===== config.mk =====
export PLATFORM = sky130hd
export DESIGN_NAME = wam_round_ctrl
export DESIGN_NICKNAME = d
export VERILOG_FILES = /design/src/rtl/wam_round_ctrl.sv
export SDC_FILE = /design/constraint.sdc
export NUM_CORES = 1
export LEC_CHECK = 0
export ABC_AREA = 0
export CAP_MARGIN = 20
export CORE_ASPECT_RATIO = 1.1
export CORE_MARGIN = 8
export CORE_UTILIZATION = 45
export DETAILED_ROUTE_END_ITERATION = 8
export DONT_BUFFER_PORTS = 1
export PLACE_DENSITY = 0.58
export SLEW_MARGIN = 40
export SYNTH_ARGS = -nofsm -noshare
export SYNTH_HDL_FRONTEND = slang
export SYNTH_SLANG_ARGS = --single-unit

===== constraint.sdc =====
create_clock -name CLOCK_50 -period 2.7 [get_ports CLOCK_50]
set_input_delay 0.81 -clock CLOCK_50 [delete_from_list [all_inputs] [get_ports CLOCK_50]]
set_output_delay 0.81 -clock CLOCK_50 [all_outputs]
set_load 0.01 [all_outputs]

===== src/rtl/wam_round_ctrl.sv =====
// Whack-a-mole round controller: paces mole gaps and up-times per difficulty,
// scores rising-edge button hits and ends the game after MAX_MISSES misses.
module wam_round_ctrl #(
  parameter int unsigned T_L1       = 99_999_999,
  parameter int unsigned T_L2       = 49_999_999,
  parameter int unsigned T_L3       = 24_999_999,
  parameter int unsigned T_L4       = 12_499_999,
  parameter int unsigned MAX_MISSES = 3
) (
  input  logic       CLOCK_50,
  input  logic       reset,
  input  logic       start,
  input  logic [3:0] level,
  input  logic [3:0] rand_idx,
  input  logic [8:0] hit,
  output logic [8:0] mole,
  output logic [7:0] score,
  output logic [3:0] misses,
  output logic       game_over
);

  localparam int unsigned CW = 28;
  localparam logic [CW-1:0] C_L1 = CW'(T_L1);
  localparam logic [CW-1:0] C_L2 = CW'(T_L2);
  localparam logic [CW-1:0] C_L3 = CW'(T_L3);
  localparam logic [CW-1:0] C_L4 = CW'(T_L4);
  localparam logic [3:0]    C_MAX_MISSES = 4'(MAX_MISSES);

  typedef enum logic [1:0] {
    S_IDLE = 2'd0,
    S_GAP  = 2'd1,
    S_UP   = 2'd2,
    S_OVER = 2'd3
  } state_t;

  // Gap terminal count per level; anything not one-hot falls back to L2.
  function automatic logic [CW-1:0] gap_tc(input logic [3:0] lv);
    case (lv)
      4'b0001: gap_tc = C_L1;
      4'b0010: gap_tc = C_L2;
      4'b0100: gap_tc = C_L3;
      4'b1000: gap_tc = C_L4;
      default: gap_tc = C_L2;
    endcase
  endfunction

  // Up-time terminal count per level; harder levels reuse the next-easier count.
  function automatic logic [CW-1:0] up_tc(input logic [3:0] lv);
    case (lv)
      4'b0001: up_tc = C_L1;
      4'b0010: up_tc = C_L2;
      4'b0100: up_tc = C_L2;
      4'b1000: up_tc = C_L3;
      default: up_tc = C_L2;
    endcase
  endfunction

  state_t        r_state;
  logic [CW-1:0] r_cnt;
  logic [3:0]    r_level;
  logic [8:0]    r_hit_q;
  logic [8:0]    r_mole;
  logic [7:0]    r_score;
  logic [3:0]    r_misses;
  logic          r_game_over;

  logic [8:0]    w_rise;
  logic          w_correct;
  logic          w_any_edge;
  logic          w_cnt_zero;
  logic [3:0]    w_miss_inc;
  logic [3:0]    w_hole;
  logic [7:0]    w_score_inc;
  logic [CW-1:0] w_cnt_dec;

  assign w_rise      = hit & ~r_hit_q;
  assign w_correct   = |(w_rise & r_mole);
  assign w_any_edge  = |w_rise;
  assign w_cnt_zero  = (r_cnt == '0);
  assign w_cnt_dec   = r_cnt - CW'(1);
  assign w_miss_inc  = r_misses + 4'd1;
  assign w_score_inc = (r_score == 8'hFF) ? r_score : r_score + 8'd1;
  // Fold 9..15 back onto the nine holes.
  assign w_hole      = (rand_idx <= 4'd8) ? rand_idx : rand_idx - 4'd9;

  // Round FSM with counter and registered outputs.
  always_ff @(posedge CLOCK_50 or negedge reset) begin
    if (!reset) begin
      r_state     <= S_IDLE;
      r_cnt       <= '0;
      r_level     <= 4'b0010;
      r_hit_q     <= '0;
      r_mole      <= '0;
      r_score     <= '0;
      r_misses    <= '0;
      r_game_over <= 1'b0;
    end else begin
      r_hit_q <= hit;
      case (r_state)
        S_IDLE, S_OVER: begin
          if (start) begin
            r_state     <= S_GAP;
            r_level     <= level;
            r_cnt       <= gap_tc(level);
            r_score     <= '0;
            r_misses    <= '0;
            r_game_over <= 1'b0;
          end
        end
        S_GAP: begin
          if (w_cnt_zero) begin
            r_state <= S_UP;
            r_cnt   <= up_tc(r_level);
            r_mole  <= 9'(1) << w_hole;
          end else begin
            r_cnt <= w_cnt_dec;
          end
        end
        S_UP: begin
          // A correct hit outranks wrong edges and the timeout in the same cycle.
          if (w_correct) begin
            r_state <= S_GAP;
            r_cnt   <= gap_tc(r_level);
            r_mole  <= '0;
            r_score <= w_score_inc;
          end else if (w_any_edge || w_cnt_zero) begin
            r_misses <= w_miss_inc;
            if (w_miss_inc == C_MAX_MISSES) begin
              r_state     <= S_OVER;
              r_cnt       <= '0;
              r_mole      <= '0;
              r_game_over <= 1'b1;
            end else if (w_cnt_zero) begin
              r_state <= S_GAP;
              r_cnt   <= gap_tc(r_level);
              r_mole  <= '0;
            end else begin
              r_cnt <= w_cnt_dec;
            end
          end else begin
            r_cnt <= w_cnt_dec;
          end
        end
        default: r_state <= S_IDLE;
      endcase
    end
  end

  assign mole      = r_mole;
  assign score     = r_score;
  assign misses    = r_misses;
  assign game_over = r_game_over;

endmodule


Word-level counts from Yosys, hierarchy flattened:

Cells that the tools add are included.

* flip-flop bits (word level): 65
* bits in latches: 0
* memory bits (writable): 0
* bits in read-only memories: 0
* input port bits: 20
* output and inout port bits: 22
* logic and storage cells: 88
* memories kept: 0

* add/subtract/negate cells: 4
* $mul: 0
* div/mod/pow operators: 0
* $lt $le $gt $ge: 1
* equal/unequal tests: 20
* shifts and indexed selects: 1
* mux-type cells: 37
* bitwise logic cells: 3
* reduce and logical (&&, ||, !) cells: 14

Operators by type and width (count)
* two-way mux 28 bit: 6
* case mux 27 bit (3 select lines): 2
* case mux 28 bit (3 select lines): 1
* case mux 27 bit (2 select lines): 1
* two-way mux 9 bit: 5
* zero test 28 bit: 1
* subtractor 28 x 1 -> 28 bit, second input constant: 1
* two-way mux 8 bit: 3
* bitwise AND 9 bit: 2
* case mux 9 bit (2 select lines): 1
* OR reduction 9 bit: 2
* two-way mux 4 bit: 4
* case mux 8 bit (2 select lines): 1
* AND reduction 4 bit: 4
* != test 2 bit, second input constant: 7
* two-way mux 2 bit: 6
* inverter 9 bit: 1
* << shifter 1 x 4 -> 9 bit, first input constant: 1
* adder 8 x 1 -> 8 bit, second input constant: 1
* equality test 4 x 1 -> 1 bit, second input constant: 2
* equality test 4 x 3 -> 1 bit, second input constant: 2
* equality test 4 bit, second input constant: 2
* equality test 8 bit, second input constant: 1
* case mux 4 bit (2 select lines): 1
* other kinds (17): 22

Longest topological paths before layout:

* word-level depth: 7
* mapped depth: 11
* gate-level depth less buffers: 9

Least setup slack after synthesis:

Ideal clock, no wire load.

* kind: in2reg
* from: input hit[7]
* to: register r_mole[8], in the netlist mole[8]
* setup time: 0.128 ns
* arrival: 2.487 ns
* required time: 2.572 ns
* slack: 0.085 ns
* stages on the path: 8
* buffers on the path: 2
* cell sequence: nand2b_1 nand4_1 or4_1 clkbuf_1 a21o_2 o221ai_2 buf_2 o21ai_0

* cells in the longest elaborated chain, start to end: 5
* elaborated cells between the ends (all ways): 10
* those cells by class: eq/ne (2); mux (2); bitwise (2); reduce/logical (4)

Ends and longest elaborated chain
* start: declaration: line 15 `input logic [8:0] hit,`
* bitwise AND 9 bit *: line 76 `assign w_rise = hit & ~r_hit_q;`
* bitwise AND 9 bit / OR reduction 9 bit (equally long branches): line 77, 78
* OR reduction 9 bit / logical OR 1 bit (equally long branches): line 77, 126
* != test 4 bit (no source line) (tied with other cells)
* AND reduction 4 bit (no source line) / case mux 9 bit (2 select lines) (equally long branches)
* end signal: assignment: line 114 `r_mole <= 9'(1) << w_hole;`
* end: declaration: line 62 `logic [8:0] r_mole;`

Every way passes the cells marked *; elsewhere a longest branch is shown, timed or not.
A chain may end at the register's enable or synchronous reset.

Final worst setup path:

* from: register r_cnt[20]
* to: register r_cnt[17]

* cells in the longest elaborated chain, start to end: 6
* elaborated cells between the ends (all ways): 8
* those cells by class: mux (6); reduce/logical (2)

Ends and longest elaborated chain
* start: declaration: line 59 `logic [CW-1:0] r_cnt;`
* start signal: assignment: line 104 `r_cnt <= gap_tc(level);`
* start signal: assignment: line 113 `r_cnt <= up_tc(r_level);`
* start signal: assignment: line 116 `r_cnt <= w_cnt_dec;`
* zero test 28 bit *: line 79 `assign w_cnt_zero = (r_cnt == '0);`
* two-way mux 28 bit: line 133 `end else if (w_cnt_zero) begin`
* two-way mux 28 bit: line 128 `if (w_miss_inc == C_MAX_MISSES) begin`
* two-way mux 28 bit: line 126 `end else if (w_any_edge || w_cnt_zero) begin`
* two-way mux 28 bit: line 121 `if (w_correct) begin`
* case mux 28 bit (3 select lines) *: line 99 `case (r_state)`

Marks and branches as above.

==> Implementation_results.wiki <==
{| class="wikitable"
! Metric !! Value
|-
| Run status || complete, no violations
|-
| PwrDens || 1120 nW/um^2
|-
| Number of design-rule violations left by the first detailed-router iteration || 314
|-
| Count of buffers inserted at the top-level ports || 0
|-
| Critical path class || flip-flop to flip-flop
|-
| Worst Setup Start Kind || flip-flop
|-
| Final sum of negative setup slack || 0 ps
|-
| Minimum clock period after layout || 2540 ps
|-
| Cell type contributing the most total cell area after synthesis || sky130_fd_sc_hd__dfrtp_1
|-
| Filler cell count in the final layout || 935
|-
| Post-synthesis area per instance || 8.56 um^2
|-
| Pin count of the biggest net entering global routing || 66
|-
| Layout cell share with drive strength beyond 1 || 0.176
|-
| #FFs+latches synth || 65
|-
| Footprint of the multi-input gates || 2640 um^2
|-
| Count of max-cap constraint violations || 0
|-
| Fin crit share || 0.942
|-
| Clk buf depth || 2
|-
| Transition at the pin with the smallest max-transition slack || 764 ps
|-
| Global-route total usage across every layer || 0.209
|-
| DR vias/cell || 6.25
|-
| Detailed-route wire length per cell || 20.6 um
|-
| Sequential power share || 0.290
|-
| Crit path depth || 8
|-
| Count of TritonRoute iterations in the first routing pass || 6
|-
| Library cell used as clock root buffer || sky130_fd_sc_hd__clkbuf_8
|-
| Post-synth EDFFs || 0
|-
| Arrival time reported for the critical path endpoint || 2850 ps
|-
| Cell depth of the worst flop-to-flop path || 8
|-
| Net switching power || 2.59 mW
|-
| Hold Violations, Final || 0
|-
| Sw Share || 0.455
|-
| Mapped cell area || 4450 um^2
|-
| Count of buffering cells on the critical path with inverters included || 1
|-
| Post-detailed-placement half-perimeter wirelength || 10.5 mm
|-
| GR Overflow Total || 0
|-
| Series of cell instances along the critical path || or4_1 > nor4_4 > and2_2 > a21oi_2 > buf_4 > nand2b_1 > o22ai_1 > o31a_1
|-
| FF/Latch Area || 1630 um^2
|-
| Worst Path Max Fanout || 6
|-
| Routability Congestion || 0.943
|-
| Standard-cell rows || 38
|-
| Number of global-route vias before repair || 4,162
|-
| Sequential share of the synthesized area || 0.366
|-
| Worst min-delay path category || input port to async pin
|-
| CTS tree || built
|-
| Max Clock Skew || 8.47 ps
|-
| Total power of the final layout || 5.70 mW
|-
| Delay-heaviest family, CP || simple AND/OR/NAND/NOR gates
|-
| Synth top area cells || sky130_fd_sc_hd__dfrtp_1 36%, sky130_fd_sc_hd__nand2_1 4.1%, sky130_fd_sc_hd__nor2_1 3.8%
|-
| Number of clock sinks || 65
|-
| Clock latency at the later pin of the worst-skew pair || 370 ps
|-
| Count of vias placed by the detailed router || 4,258
|-
| Post-synth top area share || 0.360
|-
| Initial cell density of the core || 0.457
|-
| Number of antenna violations at the first check in global routing || 0
|-
| Wire length of the first global-routing pass || 22.3 mm
|-
| Launch point of the worst reg-to-reg path || r_cnt[20]
|-
| Final setup violation count || 0
|-
| Core region area || 9750 um^2
|-
| Launching instance or port of the critical path || r_cnt[20]
|-
| Distinct cell type count of the synthesized netlist || 80
|-
| Setup repair after global routing missed its margin || false
|-
| Max-slew violation count || 0
|-
| Achievable clock frequency || 393 MHz
|-
| Flip-flop cell with the highest count after synthesis || sky130_fd_sc_hd__dfrtp_1
|-
| Routed WL || 14.1 mm
|-
| Cell with the largest stage delay on the worst path || sky130_fd_sc_hd__or4_1
|-
| Synth Net Count || 549
|-
| Combinational share of power || 0.560
|-
| Antenna diode count || 0
|-
| Delay of the slowest cell on the worst path || 590 ps
|-
| Number of nets in the final layout || 585
|-
| Worst slew margin relative to its limit || 0.491
|-
| Async SR Flop Fraction || 1.00
|-
| Growth of design area from synthesis to finish || 14.4%
|-
| Chip Height || 120 um
|-
| Clock slew at the register clock pins of the worst setup and hold paths || 80 ps
|-
| Floorplan die area || 13,300 um^2
|-
| Most common library cells after synthesis || 64 x sky130_fd_sc_hd__dfrtp_1, 49 x sky130_fd_sc_hd__nand2_1, 45 x sky130_fd_sc_hd__nor2_1
|-
| CP endpoint kind || flip-flop
|-
| Critical path required time || 3000 ps
|-
| Synthesized netlist cell count || 520
|-
| Die Span X || 111 um
|-
| Worst supply voltage drop on vdd || 434 uV
|-
| Synth warnings || 0
|-
| Number of I/O pins || 42
|-
| Clock power frac || 0.150
|-
| LEAKAGE || 2.16 nW
|-
| Total internal power || 3.11 mW
|-
| Count of antenna-violating nets left after detailed routing || 0
|-
| Most used standard cell by instance count after synthesis || sky130_fd_sc_hd__dfrtp_1
|-
| DR DRC count || 0
|-
| Deepest level of the CTS H-tree || 3
|-
| Number of CTS-inserted buffers || 9
|}
[layout make-up]
| cell class | count | area share |
|---|---|---|
| flip-flops and latches | 65 | 0.320 |
| clock buffers | 10 | 0.0270 |
| inverters | 21 | 0.0155 |
| multi-input cells | 409 | 0.518 |
| repair buffers | 50 | 0.0786 |
| well taps | 120 | 0.0295 |
| clock inverters | 6 | 0.0113 |
[cells by family after synthesis]
kind of cell    share of synthesized area
simple gates                        0.242
xor+xnor                           0.0472
compound gates                      0.251
mux                                0.0216
buf+inv                            0.0472
fa+ha+maj                          0.0253
flops                               0.366
[per-stage QoR]
| stage | area [um^2] | util | instances | worst slack [ps] | hold slack [ps] |
|---|---|---|---|---|---|
| 6_report | 5090 | 0.522 | 681 | 157 | 131 |
| 5_1_grt | 5090 | 0.522 | 681 | 7.44 | 115 |
| 4_1_cts | 5050 | 0.518 | 678 | 32.3 | 121 |
| 3_5_place_dp | 4850 | 0.498 | 662 | 54.5 | 503 |
| 3_3_place_gp | 4850 | 0.498 | 662 | 18.2 | 501 |
| 2_1_floorplan | 4450 | - | 520 | 84.6 | 476 |
[power groups by stage]
stage	clock (mW)	sequential [mW]	combinational [mW]
finish	0.856	1.65	3.19
floorplan	0	1.60	2.05
global placement	0	1.66	3.11
detailed placement	0	1.67	3.13
CTS	0.870	1.65	3.15
global route	0.908	1.69	3.50
[cells in the final DEF, fill, tap and decap left out, types with 5 or more instances in the layout]
cell / instances
sky130_fd_sc_hd__and3_1: 7
sky130_fd_sc_hd__inv_1: 21
sky130_fd_sc_hd__mux2_2: 5
sky130_fd_sc_hd__a211oi_1: 5
sky130_fd_sc_hd__a21o_1: 6
sky130_fd_sc_hd__buf_4: 48
sky130_fd_sc_hd__xnor2_1: 11
sky130_fd_sc_hd__or3_1: 7
sky130_fd_sc_hd__a21oi_1: 30
sky130_fd_sc_hd__nor4_1: 6
sky130_fd_sc_hd__o31ai_1: 12
sky130_fd_sc_hd__nand3b_1: 9
sky130_fd_sc_hd__dfrtp_1: 64
sky130_fd_sc_hd__nand3_1: 11
sky130_fd_sc_hd__nand2b_1: 15
sky130_fd_sc_hd__ha_1: 9
sky130_fd_sc_hd__a31oi_1: 8
sky130_fd_sc_hd__xor2_1: 13
sky130_fd_sc_hd__nand4_1: 7
sky130_fd_sc_hd__nor2_1: 45
sky130_fd_sc_hd__o211ai_1: 6
sky130_fd_sc_hd__clkbuf_8: 10
sky130_fd_sc_hd__nor3_1: 22
sky130_fd_sc_hd__o21ai_0: 31
sky130_fd_sc_hd__o22ai_1: 5
sky130_fd_sc_hd__nand2_1: 48
sky130_fd_sc_hd__or4_1: 5
sky130_fd_sc_hd__o21ai_1: 5
[metal layers]
metal	routed length, um	track usage	up-vias
met2	6940	0.351	166
met4	458	0.117	0
met1	5660	0.243	2062
met3	1000	0.0466	34
li1	-	-	1996
met5	0	0	-
[registers in the layout (all words and copies together), names as in the netlist]
signal / flops
game_over: 1
r_hit_q: 9
r_state: 2
r_cnt: 28
r_level: 4
misses: 4
score: 8
mole: 9
[final timing paths]
path | to | slack (ps)
max in group asynchronous | r_level[1] | 2370
min in group CLOCK_50 | r_hit_q[0] | 460
hold / removal | r_cnt[2] | 130
setup / recovery | r_cnt[17] | 160
setup reg to reg | r_cnt[17] | 160
hold reg to reg | r_state[1] | 510
[timing repair]
item	in CTS	in global routing
setup buffers	0	2
hold buffers	0	0
setup endpoints to repair	0	13
gates resized for setup	0	7
Power figures use the tool's default switching activity.
